===== src/rtl/uart_rx.sv =====
// 8N1 UART receiver: two-flop synchronizer, mid-bit sampling FSM, sticky ready/overrun/framing flags.
// Optional build macro UART_RX_MAJORITY_EN selects 2-of-3 majority sampling around each bit centre.
module uart_rx #(
    parameter int unsigned CLK_HZ       = 50000000,
    parameter int unsigned BAUD         = 9600,
    parameter int unsigned CLKS_PER_BIT = CLK_HZ / BAUD
) (
    input  logic       clk,
    input  logic       reset,
    input  logic       rxd,
    input  logic       rx_ack,
    output logic [7:0] rx_data,
    output logic       rx_valid,
    output logic       rx_ready,
    output logic       rx_overrun,
    output logic       frame_err,
    output logic       rx_busy
);

`ifdef UART_RX_MAJORITY_EN
    // Decision lands one cycle past the nominal target, so the counter must reach CLKS_PER_BIT.
    localparam int unsigned CNT_W = $clog2(CLKS_PER_BIT + 1);
    localparam int unsigned SLIP  = 1;
`else
    localparam int unsigned CNT_W = $clog2(CLKS_PER_BIT);
    localparam int unsigned SLIP  = 0;
`endif

    localparam logic [CNT_W-1:0] START_DONE = CNT_W'(CLKS_PER_BIT / 2 - 1 + SLIP);
    localparam logic [CNT_W-1:0] BIT_DONE   = CNT_W'(CLKS_PER_BIT - 1 + SLIP);
    localparam logic [CNT_W-1:0] CNT_RESUME = CNT_W'(SLIP);

    typedef enum logic [2:0] {
        ST_IDLE,
        ST_START,
        ST_DATA,
        ST_STOP,
        ST_BREAK
    } state_e;

    state_e           state_q, state_d;
    logic [CNT_W-1:0] cnt_q, cnt_d;
    logic [2:0]       idx_q, idx_d;
    logic [7:0]       shift_q, shift_d;
    logic [1:0]       sync_q, sync_d;
    logic             rxs_prev_q, rxs_prev_d;
    logic [7:0]       rx_data_q, rx_data_d;
    logic             rx_valid_q, rx_valid_d;
    logic             rx_ready_q, rx_ready_d;
    logic             rx_overrun_q, rx_overrun_d;
    logic             frame_err_q, frame_err_d;
    logic             rxs;
    logic             bit_s;
    logic             done_ok;
    logic             ferr_ev;

    assign rxs = sync_q[1];

`ifdef UART_RX_MAJORITY_EN
    logic [1:0] hist_q, hist_d;

    // hist_q holds rxs from the two cycles before the decision cycle.
    always_comb begin
        hist_d = {hist_q[0], rxs};
        bit_s  = (hist_q[1] & hist_q[0]) | (hist_q[1] & rxs) | (hist_q[0] & rxs);
    end

    always_ff @(posedge clk or negedge reset) begin
        if (!reset) begin
            hist_q <= 2'b11;
        end else begin
            hist_q <= hist_d;
        end
    end
`else
    always_comb begin
        bit_s = rxs;
    end
`endif

    // Receive FSM and byte assembly.
    always_comb begin
        state_d    = state_q;
        cnt_d      = cnt_q;
        idx_d      = idx_q;
        shift_d    = shift_q;
        sync_d     = {sync_q[0], rxd};
        rxs_prev_d = rxs;
        done_ok    = 1'b0;
        ferr_ev    = 1'b0;

        case (state_q)
            ST_IDLE: begin
                if (rxs_prev_q && !rxs) begin
                    state_d = ST_START;
                    cnt_d   = '0;
                end
            end
            ST_START: begin
                cnt_d = cnt_q + CNT_W'(1);
                if (cnt_q == START_DONE) begin
                    if (!bit_s) begin
                        state_d = ST_DATA;
                        cnt_d   = CNT_RESUME;
                        idx_d   = 3'd0;
                    end else begin
                        state_d = ST_IDLE;
                        cnt_d   = '0;
                    end
                end
            end
            ST_DATA: begin
                cnt_d = cnt_q + CNT_W'(1);
                if (cnt_q == BIT_DONE) begin
                    shift_d = {bit_s, shift_q[7:1]};
                    cnt_d   = CNT_RESUME;
                    idx_d   = idx_q + 3'd1;
                    if (idx_q == 3'd7) begin
                        state_d = ST_STOP;
                    end
                end
            end
            ST_STOP: begin
                cnt_d = cnt_q + CNT_W'(1);
                if (cnt_q == BIT_DONE) begin
                    cnt_d = '0;
                    if (bit_s) begin
                        done_ok = 1'b1;
                        state_d = ST_IDLE;
                    end else begin
                        ferr_ev = 1'b1;
                        state_d = ST_BREAK;
                    end
                end
            end
            ST_BREAK: begin
                if (rxs) begin
                    state_d = ST_IDLE;
                end
            end
            default: begin
                state_d = ST_IDLE;
                cnt_d   = '0;
            end
        endcase
    end

    // Sticky flags: a new event in the same cycle as an ack wins over the clear.
    always_comb begin
        rx_data_d    = done_ok ? shift_q : rx_data_q;
        rx_valid_d   = done_ok;
        rx_ready_d   = done_ok | (rx_ready_q & ~rx_ack);
        rx_overrun_d = (done_ok & rx_ready_q & ~rx_ack) | (rx_overrun_q & ~rx_ack);
        frame_err_d  = ferr_ev | (frame_err_q & ~rx_ack);
    end

    always_ff @(posedge clk or negedge reset) begin
        if (!reset) begin
            state_q      <= ST_IDLE;
            cnt_q        <= '0;
            idx_q        <= 3'd0;
            shift_q      <= 8'h00;
            sync_q       <= 2'b11;
            rxs_prev_q   <= 1'b1;
            rx_data_q    <= 8'h00;
            rx_valid_q   <= 1'b0;
            rx_ready_q   <= 1'b0;
            rx_overrun_q <= 1'b0;
            frame_err_q  <= 1'b0;
        end else begin
            state_q      <= state_d;
            cnt_q        <= cnt_d;
            idx_q        <= idx_d;
            shift_q      <= shift_d;
            sync_q       <= sync_d;
            rxs_prev_q   <= rxs_prev_d;
            rx_data_q    <= rx_data_d;
            rx_valid_q   <= rx_valid_d;
            rx_ready_q   <= rx_ready_d;
            rx_overrun_q <= rx_overrun_d;
            frame_err_q  <= frame_err_d;
        end
    end

    assign rx_data    = rx_data_q;
    assign rx_valid   = rx_valid_q;
    assign rx_ready   = rx_ready_q;
    assign rx_overrun = rx_overrun_q;
    assign frame_err  = frame_err_q;
    assign rx_busy    = (state_q != ST_IDLE);

endmodule

===== config.mk =====
export PLATFORM = sky130hd
export DESIGN_NAME = uart_rx
export DESIGN_NICKNAME = d
export VERILOG_FILES = /design/src/rtl/uart_rx.sv
export SDC_FILE = /design/constraint.sdc
export NUM_CORES = 1
export LEC_CHECK = 0
export BUFFER_PORTS_ARGS = -buffer_cell sky130_fd_sc_hd__buf_2
export CELL_PAD_IN_SITES_DETAIL_PLACEMENT = 0
export CELL_PAD_IN_SITES_GLOBAL_PLACEMENT = 2
export CORE_UTILIZATION = 35
export DETAILED_ROUTE_END_ITERATION = 10
export PLACE_DENSITY_LB_ADDON = 0.1
export SLEW_MARGIN = 20
export SYNTH_ARGS = -nofsm -noshare
export SYNTH_HDL_FRONTEND = slang
export SYNTH_SLANG_ARGS = --single-unit

===== constraint.sdc =====
create_clock -name clk -period 2.4 [get_ports clk]
set_input_delay 0.24 -clock clk [delete_from_list [all_inputs] [get_ports clk]]
set_output_delay 0.24 -clock clk [all_outputs]
set_load 0.005 [all_outputs]

==> metrics.md, run 1 <==
| Metric | Value |
|---|---|
| Placer Congestion | slightly below 0.8 |
| Routed length per instance | 14.6 um |
| Final Max Tran Viols | 0 |
| Clock Tree Buf Depth | 2 |
| Sequential-to-total area share from yosys stat | 52.1% |
| Most numerous cell in the Yosys netlist | dfrtp_1 |
| Initial antenna violation count | 0 |
| Filler Cells Inserted | 559 |
| Met1 WL | 1990 um |
| Hold path endpoint | sync_q[0]$_DFF_PN1_ |
| CTS root buffer | clkbuf_8 |
| HP Start | rxd |
| FF-to-FF setup slack | 0.04 ns |
| CTS Buf Count | 5 |
| Detailed-route via count | approximately 1,500 |
| Synth Area in Compound Gates | between 10% and 20% |
| Synthesis-to-layout area growth | 18.7% |
| Setup violations, final | 0 |
| WL met3 | 162 um |
| WS Path Type | reg -> reg |
| Vias in the first global route | 1,491 |
| Nets@finish | 219 |
| Cells on Worst Hold Path | 1 |
| Worst flop-to-flop path startpoint | cnt_q[3]$_DFFE_PN0P_ |
| CTS H-tree depth | 2 |
| Hold bufs inserted after CTS | 0 |
| Initial DRT Pass Iterations | 4 |
| Synth Area in XOR/XNOR | 0% |
| # diodes | 0 |
| Largest net degree at the start of global routing | 43 |
| Slew headroom | 37.5% |
| Syn Inst Count | 183 |
| RSZ-0062 raised after global routing | true |
| Worst-Skew Late Latency | between 0.2 and 0.3 ns |
| Drt first-iter violations | 68 |
| CP max stage cell | or4_4 |
| WP data arrival | 2.55 ns |
| Grt total ovfl | 0 |
| Die height | 78.1 um |
| Die Wd | 78.1 um |
| Layout cells sized above 1 | 34.3% |
| R2R depth | 6 |
| Global-route wire length before repair | between 7000 and 8000 um |
| Row cnt | 27 |
| IO Pins | 17 |
| Synth top area share | 48.2% |
| Post-synth EDFFs | 0 |
| Worst-path cell chain | or4b_4 -> or4_4 -> a22oi_2 -> buf_6 -> o21ai_1 -> a21o_1 |
| Multi-input gate area | between 900 and 1000 um^2 |
| Worst min path class | in -> reg |
| Synth top area cells | dfrtp_1, mux2_2, dfstp_2 |
| Top cells by count, synth | dfrtp_1, mux2_2, nor2_1 |
| Max VDD drop | 303 uV |
| Tot GR Track Use | 15.1% |
| Die area | 6090 um^2 |
| # DRC | 0 |
| Tot Pwr | 1.85 mW |
| R2R Path End | cnt_q[6]$_DFFE_PN0P_ |
| CP peak stage delay | 0.58 ns |
| Post-Synth Adder-Cell Area | 1.85% |
| Mean Syn Cell Area | 11.1 um^2 |
| Main synth FF type | dfrtp_1 |
| Endpoint class of the critical path | flip-flop |
| Tightest Pin Transition | roughly 0.94 ns |
| Largest family of logic cells by synthesized area | simple AND/OR/NAND/NOR gates |
| Clock sinks | 42 |
| Uppermost layer routed | met4 |
| Total of max-cap violations | 0 |
| PwrDens | between 700 and 800 nW/um^2 |
| CP Launch Point | cnt_q[3]$_DFFE_PN0P_ |
| CTS tree | done |
| Fin Clk Skew | 0.00689 ns |
| DR vias/cell | around 5.3 |
| Mapped Area | about 2000 um^2 |
| Synth Net Count | 190 |
| I/O Buffers | 16 |
| Final core occ | 43.4% |
| Yosys warnings | 0 |
| CP required | 2.59 ns |
| Antenna-violating nets left | 0 |
| Final hold viol count | 0 |
| #FFs+latches synth | 42 |
| Routed wl met2 | 1970 um |
| Status | finished, final reports clean |
| Post-synthesis simple-gate area fraction | 18.2% |
| Yosys top cell by area | dfrtp_1 |
| CP Launch Type | flip-flop |
| Crit-path max FO | 11 |
| Area taken by flip-flops and latches | 1050 um^2 |
| Library cells used by synthesis | 44 |
| LEAKAGE | 1.13 nW |
| Tmin final | 2.36 ns |
| Ys async rst share | 100% |
| Initial Util | 36.5% |
| Mux contribution to synthesized area | around a tenth |
| Fin crit share | 98.2% |
| Total Wirelength | 4170 um |
| Clock transition at path regs | roughly 0.09 ns |
| Max frequency | approximately 0.42 GHz |
| Core area | around 5500 um^2 |
| Dpl hpwl | 2890 um |
-- power breakdown --
group	internal (mW)	switching, mW
Sequential	0.766	0.0831
Clock	0.205	0.259
Combinational	0.239	0.301
Total	1.21	0.643
-- metal layers --
metal / vias to the layer above / GRT usage (%)
met3: 9 / 3.26
li1: 736 / -
met4: 0 / 6.85
met1: 746 / 19.9
met5: - / 0
met2: 33 / 23.8
-- stage by stage --
step | instances | worst slack [ns] | setup TNS [ns] | instance area [um^2] | hold WS [ns]
final | 285 | 0.0431 | 0 | 2400 | 0.0357
after global placement | 275 | -0.0359 | -0.272 | 2250 | 0.346
after global routing | 285 | -0.0520 | -0.153 | 2400 | 0.0172
after CTS | 284 | 0.00359 | 0 | 2370 | 0.0270
after floorplan | 183 | 0.0375 | 0 | 2030 | -0.0556
after detailed placement | 275 | -0.0700 | -0.510 | 2250 | 0.349
-- repair_timing --
item | 4_1_cts | 5_1_grt
pin swaps | 1 | 2
buffers inserted | 1 | 1
resized for setup | 2 | 9
setup endpoints to repair | 13 | 25
-- worst max-delay path: cells and delay by family, from the launching register on --
| family | cells | cell delay [ns] |
|---|---|---|
| AO/OA/AOI/OAI | 3 | 0.56 |
| buffers and inverters | 1 | 0.19 |
| AND/OR/NAND/NOR | 2 | 1.12 |
| flip-flops | 1 | 0.39 |
-- cells by family (layout without fill, tap and decap cells) --
| family | Yosys count | in the layout |
|---|---|---|
| compound gates | 43 | 43 |
| fa+ha+maj | 3 | 3 |
| buf+inv | 14 | 44 |
| flops | 42 | 42 |
| mux | 19 | 19 |
| simple gates | 62 | 62 |
-- area by class of cell --
type / instances / share of cell area [%]
Inverter: 4 / 0.625
Tap cell: 72 / 3.75
Timing Repair Buffer: 32 / 9.01
Multi-Input combinational cell: 127 / 39.0
Sequential cell: 42 / 43.9
Clock inverter: 3 / 0.885
Clock buffer: 5 / 2.86
-- sequential cells by signal, indices dropped and copies added (netlist names) --
register and cells:
cnt_q 13, rx_data 8, shift_q 8, idx_q 3, state_q 3, sync_q 2
frame_err 1, rx_overrun 1, rx_ready 1, rx_valid 1, rxs_prev_q 1
-- worst max path at each step --
stage	cells after the start	endpoint	slack, ns
after floorplan	8	cnt_q[11]$_DFFE_PN0P_	0.04
after global placement	5	shift_q[0]$_DFFE_PN0P_	-0.04
after detailed placement	5	shift_q[1]$_DFFE_PN0P_	-0.07
after CTS	6	cnt_q[12]$_DFFE_PN0P_	0.004
after global routing	7	cnt_q[3]$_DFFE_PN0P_	-0.05
final	6	cnt_q[6]$_DFFE_PN0P_	0.04
-- cell usage in the layout, fill, tap and decap left out, types with 6 or more instances in the layout --
master   Yosys  routed
nand2_1      9       9
nor2_1      11      11
a31oi_1      7       7
mux2_2      16      16
a21oi_1      9       7
o21ai_0      9       6
buf_2        1      16
buf_4        0      14
dfrtp_1     39      39
Note: power is estimated with default switching activity, not from simulation.
==> run 2, diff against run 1 <==
--- a/config.mk
+++ b/config.mk
@@ -8,6 +8,7 @@
 export BUFFER_PORTS_ARGS = -buffer_cell sky130_fd_sc_hd__buf_2
 export CELL_PAD_IN_SITES_DETAIL_PLACEMENT = 0
 export CELL_PAD_IN_SITES_GLOBAL_PLACEMENT = 2
+export CORE_MARGIN = 2
 export CORE_UTILIZATION = 35
 export DETAILED_ROUTE_END_ITERATION = 10
 export PLACE_DENSITY_LB_ADDON = 0.1
==> run 2 against run 1 <==
Effect of this change: the flow now finishes with violations (negative setup slack); final area up 1.4%; utilization up 0.59 points; clock skew about the same; sequential cell count unchanged; via count down 0.52%; combinational power up 13%; die area up 5.2%; first-iteration DRC count down 16%; routed wire length up 5.7%; critical path depth unchanged; power up 3.6%; sequential share of layout area down 0.59 points; largest cell class unchanged; largest power group unchanged.
==> metrics.md, run 2 (same netlist as run 1, synthesis figures left out) <==
| Metric | Value |
|---|---|
| Total of max-cap violations | 0 |
| Endpoint class of the critical path | flip-flop |
| Final Max Tran Viols | 0 |
| Detailed-route via count | ~1,500 |
| Clock sinks | 42 |
| Worst min path class | in -> reg |
| Failing checks | negative setup slack |
| Synthesis-to-layout area growth | 20.3% |
| IO Pins | 17 |
| Total Wirelength | ~4400 um |
| Vias in the first global route | 1,468 |
| Global routing usage on met1 | 19.4% |
| PwrDens | 788 nW/um^2 |
| Die Wd | 80.1 um |
| Worst-path cell chain | ha_4 -> or4bb_1 -> or4_4 -> a22oi_2 -> a21oi_2 -> a221o_1 |
| Global-route wire length before repair | ~7100 um |
| I/O Buffers | 16 |
| Clock Tree Buf Depth | 2 |
| Reg with most FFs | cnt_q |
| Die height | approximately 80 um |
| Cells on Worst Hold Path | 1 |
| Final worst slack | -0.0212 ns |
| LEAKAGE | about 1.1 nW |
| Layout cells sized above 1 | 35.3% |
| Routed length per instance | approximately 15 um |
| Worst-Skew Late Latency | 0.29 ns |
| Internal power | 1.26 mW |
| Initial DRT Pass Iterations | 4 |
| CTS H-tree depth | 2 |
| RSZ-0062 raised after global routing | true |
| Initial Util | 36.5% |
| Crit-path max FO | 6 |
| WP data arrival | 2.60 ns |
| Psw | 0.662 mW |
| Initial antenna violation count | 0 |
| Placer Congestion | between 0.7 and 0.8 |
| Hold WS | 0.0403 ns |
| Die area | roughly 6400 um^2 |
| Nets@finish | ~220 |
| Flop pwr share | between 40% and 50% |
| Clock transition at path regs | 0.09 ns |
| Status | finished, violations left |
| Tot GR Track Use | ~14% |
| Most frequent cells in the layout | dfrtp_1, buf_2, mux2_2 |
| CP max stage cell | or4_4 |
| Grt met2 use | a little under a quarter |
| Slew headroom | 36.1% |
| Grt total ovfl | 0 |
| Setup violations, final | 5 |
| CP required | 2.57 ns |
| Row cnt | 27 |
| Max VDD drop | 328 uV |
| Tightest Pin Transition | roughly 0.96 ns |
| GR peak layer | met2 |
| CP peak stage delay | 0.57 ns |
| CTS Buf Count | 5 |
| WS Path Type | reg -> reg |
| Drt first-iter violations | 57 |
| # DRC | 0 |
| Clock share of power | 24.0% |
| Final core occ | 43.9% |
| Sw Share | 34.5% |
| CTS root buffer | clkbuf_8 |
| Largest net degree at the start of global routing | 43 |
| Tmin final | between 2 and 2.5 ns |
| Logic gate share of total power | 31.8% |
| Max frequency | 0.413 GHz |
| CTS tree | done |
| # diodes | 0 |
| Final hold viol count | 0 |
| Max reg flops | 13 |
| Leading cell type in the layout, fill and taps excluded | dfrtp_1 |
| Core area | about 5500 um^2 |
| Fin crit share | 101% |
| Met3 Use GR | 2.70% |
| Dpl hpwl | ~3000 um |
| Antenna-violating nets left | 0 |
| R2R depth | 6 |
| Fin Clk Skew | approximately 0.0069 ns |
| DR vias/cell | 5.28 |
| CP Launch Type | flip-flop |
-- run 2: path summary, 6_finish.rpt --
kind                                       from                   end  slack [ns]
setup / recovery           cnt_q[1]$_DFFE_PN0P_  idx_q[1]$_DFFE_PN0P_       -0.02
hold / removal                              rxd   sync_q[0]$_DFF_PN1_        0.04
setup reg to reg           cnt_q[1]$_DFFE_PN0P_  idx_q[1]$_DFFE_PN0P_       -0.02
hold reg to reg             sync_q[0]$_DFF_PN1_   sync_q[1]$_DFF_PN1_        0.35
max in group asynchronous                 reset  cnt_q[0]$_DFFE_PN0P_        1.72
min in group asynchronous                 reset  cnt_q[6]$_DFFE_PN0P_        0.10
-- run 2: cell type report --
cell class,count,area [um^2]
clock buffers,5,68.8
clock inverters,3,21.3
fillers,549,3110
inverters,4,15.0
multi-input cells,127,956
flip-flops and latches,42,1050
well taps,72,90.1
repair buffers,34,229
-- run 2: power groups by stage --
stage | combinational (mW) | clock (mW) | sequential, mW
after global routing | 0.673 | 0.509 | 0.860
after global placement | 0.494 | 0 | 0.851
after CTS | 0.512 | 0.480 | 0.842
after detailed placement | 0.505 | 0 | 0.857
final | 0.609 | 0.460 | 0.849
after floorplan | 0.373 | 0 | 0.824
-- run 2: through the flow --
step,std cells,worst slack [ns],TNS [ns],instance area (um^2),power [mW]
floorplan,183,0.0375,0,2030,1.20
global placement,274,-0.0329,-0.255,2240,1.35
detailed placement,274,-0.0674,-0.509,2240,1.36
CTS,283,0.00347,0,2360,1.83
global route,287,-0.114,-0.968,2430,2.04
finish,287,-0.0212,-0.0752,2430,1.92
-- run 2: worst max-delay path, delay by kind of cell (launching register included) --
family | cells | cell delay [ns]
and+or+nand+nor | 2 | 0.96
AOI/OAI and AO/OA | 3 | 0.76
DFF | 1 | 0.40
adders and majority gates | 1 | 0.18
-- run 2: layer usage --
layer,vias to the layer above,part of all wire (%)
li1,743,-
met1,732,45
met2,33,49
met3,8,4.5
met4,0,1.4
met5,-,0
-- run 2: what timing repair did --
item                       4_1_cts  5_1_grt
setup endpoints to repair       13       27
hold buffers                     0        0
pin swaps                        1       10
gates cloned                     0        1
setup buffers                    1        3
resized for setup                2       12
==> run 3, diff against run 2 <==
--- a/config.mk
+++ b/config.mk
@@ -6,11 +6,12 @@
 export NUM_CORES = 1
 export LEC_CHECK = 0
 export BUFFER_PORTS_ARGS = -buffer_cell sky130_fd_sc_hd__buf_2
-export CELL_PAD_IN_SITES_DETAIL_PLACEMENT = 0
+export CELL_PAD_IN_SITES_DETAIL_PLACEMENT = 1
 export CELL_PAD_IN_SITES_GLOBAL_PLACEMENT = 2
 export CORE_MARGIN = 2
 export CORE_UTILIZATION = 35
 export DETAILED_ROUTE_END_ITERATION = 10
+export GPL_ROUTABILITY_DRIVEN = 0
 export PLACE_DENSITY_LB_ADDON = 0.1
 export SLEW_MARGIN = 20
 export SYNTH_ARGS = -nofsm -noshare
==> run 3 against run 2 <==
Effect of this change: the run still ends with negative setup slack left; clock power rose by 25%; critical path type unchanged; highest routed layer unchanged; largest power group unchanged; final cell count increased by 1.4%; final area is 1.6% higher; clock-buffer cell count is the same; worst setup slack better by 0.019 ns; via count increased by 4.2%; combinational power grew 2%; first-iteration DRC count decreased by 21%; critical path depth increased by 2; routed wire length grew 10%.
==> metrics.md, run 3 (same netlist as run 1, synthesis figures left out) <==
| Metric | Value |
|---|---|
| Setup TNS | -0.00267 ns |
| Reg with most FFs | cnt_q |
| Detailed-route via count | 1,579 |
| Failing checks | negative setup slack |
| Routed length per instance | 16.7 um |
| Hold bufs inserted after CTS | 0 |
| Internal power | 1.37 mW |
| Vias in the first global route | 1,644 |
| Synthesis-to-layout area growth | 22.2% |
| CTS tree | done |
| Logic gate share of total power | a little under a third |
| Hold path endpoint | sync_q[0]$_DFF_PN1_ |
| LEAKAGE | 1.17 nW |
| Flop pwr share | a little over two fifths |
| Status | finished, violations left |
| Die height | 80.1 um |
| Row cnt | 27 |
| Clock sinks | 42 |
| Tightest Pin Transition | 0.955 ns |
| Global routing usage on met1 | 19.9% |
| Tmin final | 2.40 ns |
| RSZ-0062 raised after global routing | true |
| Initial DRT Pass Iterations | 4 |
| Clock Tree Buf Depth | 2 |
| Worst flop-to-flop path startpoint | cnt_q[1]$_DFFE_PN0P_ |
| Tot Pwr | 2.05 mW |
| Layout cells sized above 1 | 35.6% |
| Clock share of power | between 20% and 30% |
| CP Launch Type | flip-flop |
| R2R depth | 8 |
| Drt first-iter violations | 45 |
| Antenna-violating nets left | 0 |
| Core area | approximately 5500 um^2 |
| WP data arrival | 2.60 ns |
| CTS H-tree depth | 2 |
| Max frequency | 0.416 GHz |
| Die area | 6410 um^2 |
| Worst min path class | in -> reg |
| Max reg flops | 13 |
| Most frequent cells in the layout | dfrtp_1, buf_4, mux2_2, buf_2, nor2_1 |
| Fin Clk Skew | 0.00506 ns |
| Max VDD drop | between 500 and 600 uV |
| R2R Path End | cnt_q[3]$_DFFE_PN0P_ |
| Largest net degree at the start of global routing | 43 |
| Grt total ovfl | 0 |
| IO Pins | 17 |
| CTS Buf Count | 5 |
| FF-to-FF setup slack | -0.002 ns |
| # DRC | 0 |
| Final hold viol count | 0 |
| Sw Share | approximately a third |
| PwrDens | between 800 and 900 nW/um^2 |
| Worst-Skew Late Latency | 0.30 ns |
| Fin crit share | 100% |
| Hold WS | roughly 0.034 ns |
| Global-route wire length before repair | 8000 um |
| Cells on Worst Hold Path | 1 |
| Initial Util | a little over a third |
| CTS root buffer | clkbuf_8 |
| Crit-path max FO | 7 |
| Setup violations, final | 2 |
| Met3 Use GR | 4.16% |
| Total of max-cap violations | 0 |
| GR peak layer | met2 |
| I/O Buffers | 16 |
| # diodes | 0 |
| Total Wirelength | 4850 um |
| Leading cell type in the layout, fill and taps excluded | dfrtp_1 |
| Slew headroom | a little over a third |
| HP Start | rxd |
| Die Wd | about 80 um |
| Clock transition at path regs | 0.08 ns |
| CP required | 2.59 ns |
| Final Max Tran Viols | 0 |
| Psw | ~0.68 mW |
| Dpl hpwl | 3290 um |
| Endpoint class of the critical path | flip-flop |
| DR vias/cell | roughly 5.4 |
| Initial antenna violation count | 0 |
| Tot GR Track Use | 16.1% |
| Grt met2 use | 27.6% |
| Final worst slack | -0.00235 ns |
| WS Path Type | reg -> reg |
| Nets@finish | 225 |
==> run 3: cell type report <==
class	instances	area [um^2]
clock inverters	3	43.8
inverters	4	15.0
fillers	641	3070
well taps	72	90.1
repair buffers	38	269
multi-input cells	127	932
flip-flops and latches	42	1050
clock buffers	5	68.8
==> run 3: what timing repair did <==
| item | CTS | global route |
|---|---|---|
| gates resized for setup | 4 | 7 |
| pin swaps | 1 | 7 |
| endpoints found under the setup margin | 17 | 23 |
| buffers inserted | 2 | 7 |
==> run 3: layer usage <==
| metal | vias up | part of all wire [%] |
|---|---|---|
| met5 | - | 0 |
| met4 | 0 | 0.39 |
| met3 | 2 | 3.3 |
| met2 | 27 | 51 |
| met1 | 793 | 45 |
| li1 | 757 | - |
==> run 3: worst max-delay path by stage <==
stage / from / to / depth (start not counted)
global placement: cnt_q[0]$_DFFE_PN0P_ / shift_q[0]$_DFFE_PN0P_ / 5
finish: cnt_q[1]$_DFFE_PN0P_ / cnt_q[3]$_DFFE_PN0P_ / 8
global route: cnt_q[1]$_DFFE_PN0P_ / cnt_q[3]$_DFFE_PN0P_ / 8
floorplan: cnt_q[0]$_DFFE_PN0P_ / cnt_q[11]$_DFFE_PN0P_ / 8
CTS: cnt_q[3]$_DFFE_PN0P_ / cnt_q[9]$_DFFE_PN0P_ / 6
detailed placement: cnt_q[1]$_DFFE_PN0P_ / shift_q[0]$_DFFE_PN0P_ / 5
==> run 3: stage by stage <==
stage / utilization (%) / area (um^2) / std cells / setup slack (ns)
after floorplan: - / 2030 / 183 / 0.0375
after global placement: 40.5 / 2240 / 274 / -0.0329
after detailed placement: 40.5 / 2240 / 274 / -0.109
after CTS: 43.1 / 2390 / 284 / 0.00999
after global routing: 44.6 / 2470 / 291 / -0.0839
final: 44.6 / 2470 / 291 / -0.00235
==> run 3: critical path: stages, from the launching register on <==
cell	delay, ns
dfrtp_1	0.40
ha_4	0.16
or4bb_1	0.39
or4_4	0.57
a22oi_2	0.29
buf_6	0.17
buf_6	0.12
nor3b_1	0.05
a21o_1	0.15
==> run 3: power groups by stage <==
| stage | Combinational [mW] | Sequential, mW | Clock (mW) |
|---|---|---|---|
| after global placement | 0.494 | 0.851 | 0 |
| after floorplan | 0.373 | 0.824 | 0 |
| final | 0.623 | 0.855 | 0.573 |
| after global routing | 0.688 | 0.865 | 0.630 |
| after CTS | 0.537 | 0.852 | 0.602 |
| after detailed placement | 0.513 | 0.859 | 0 |
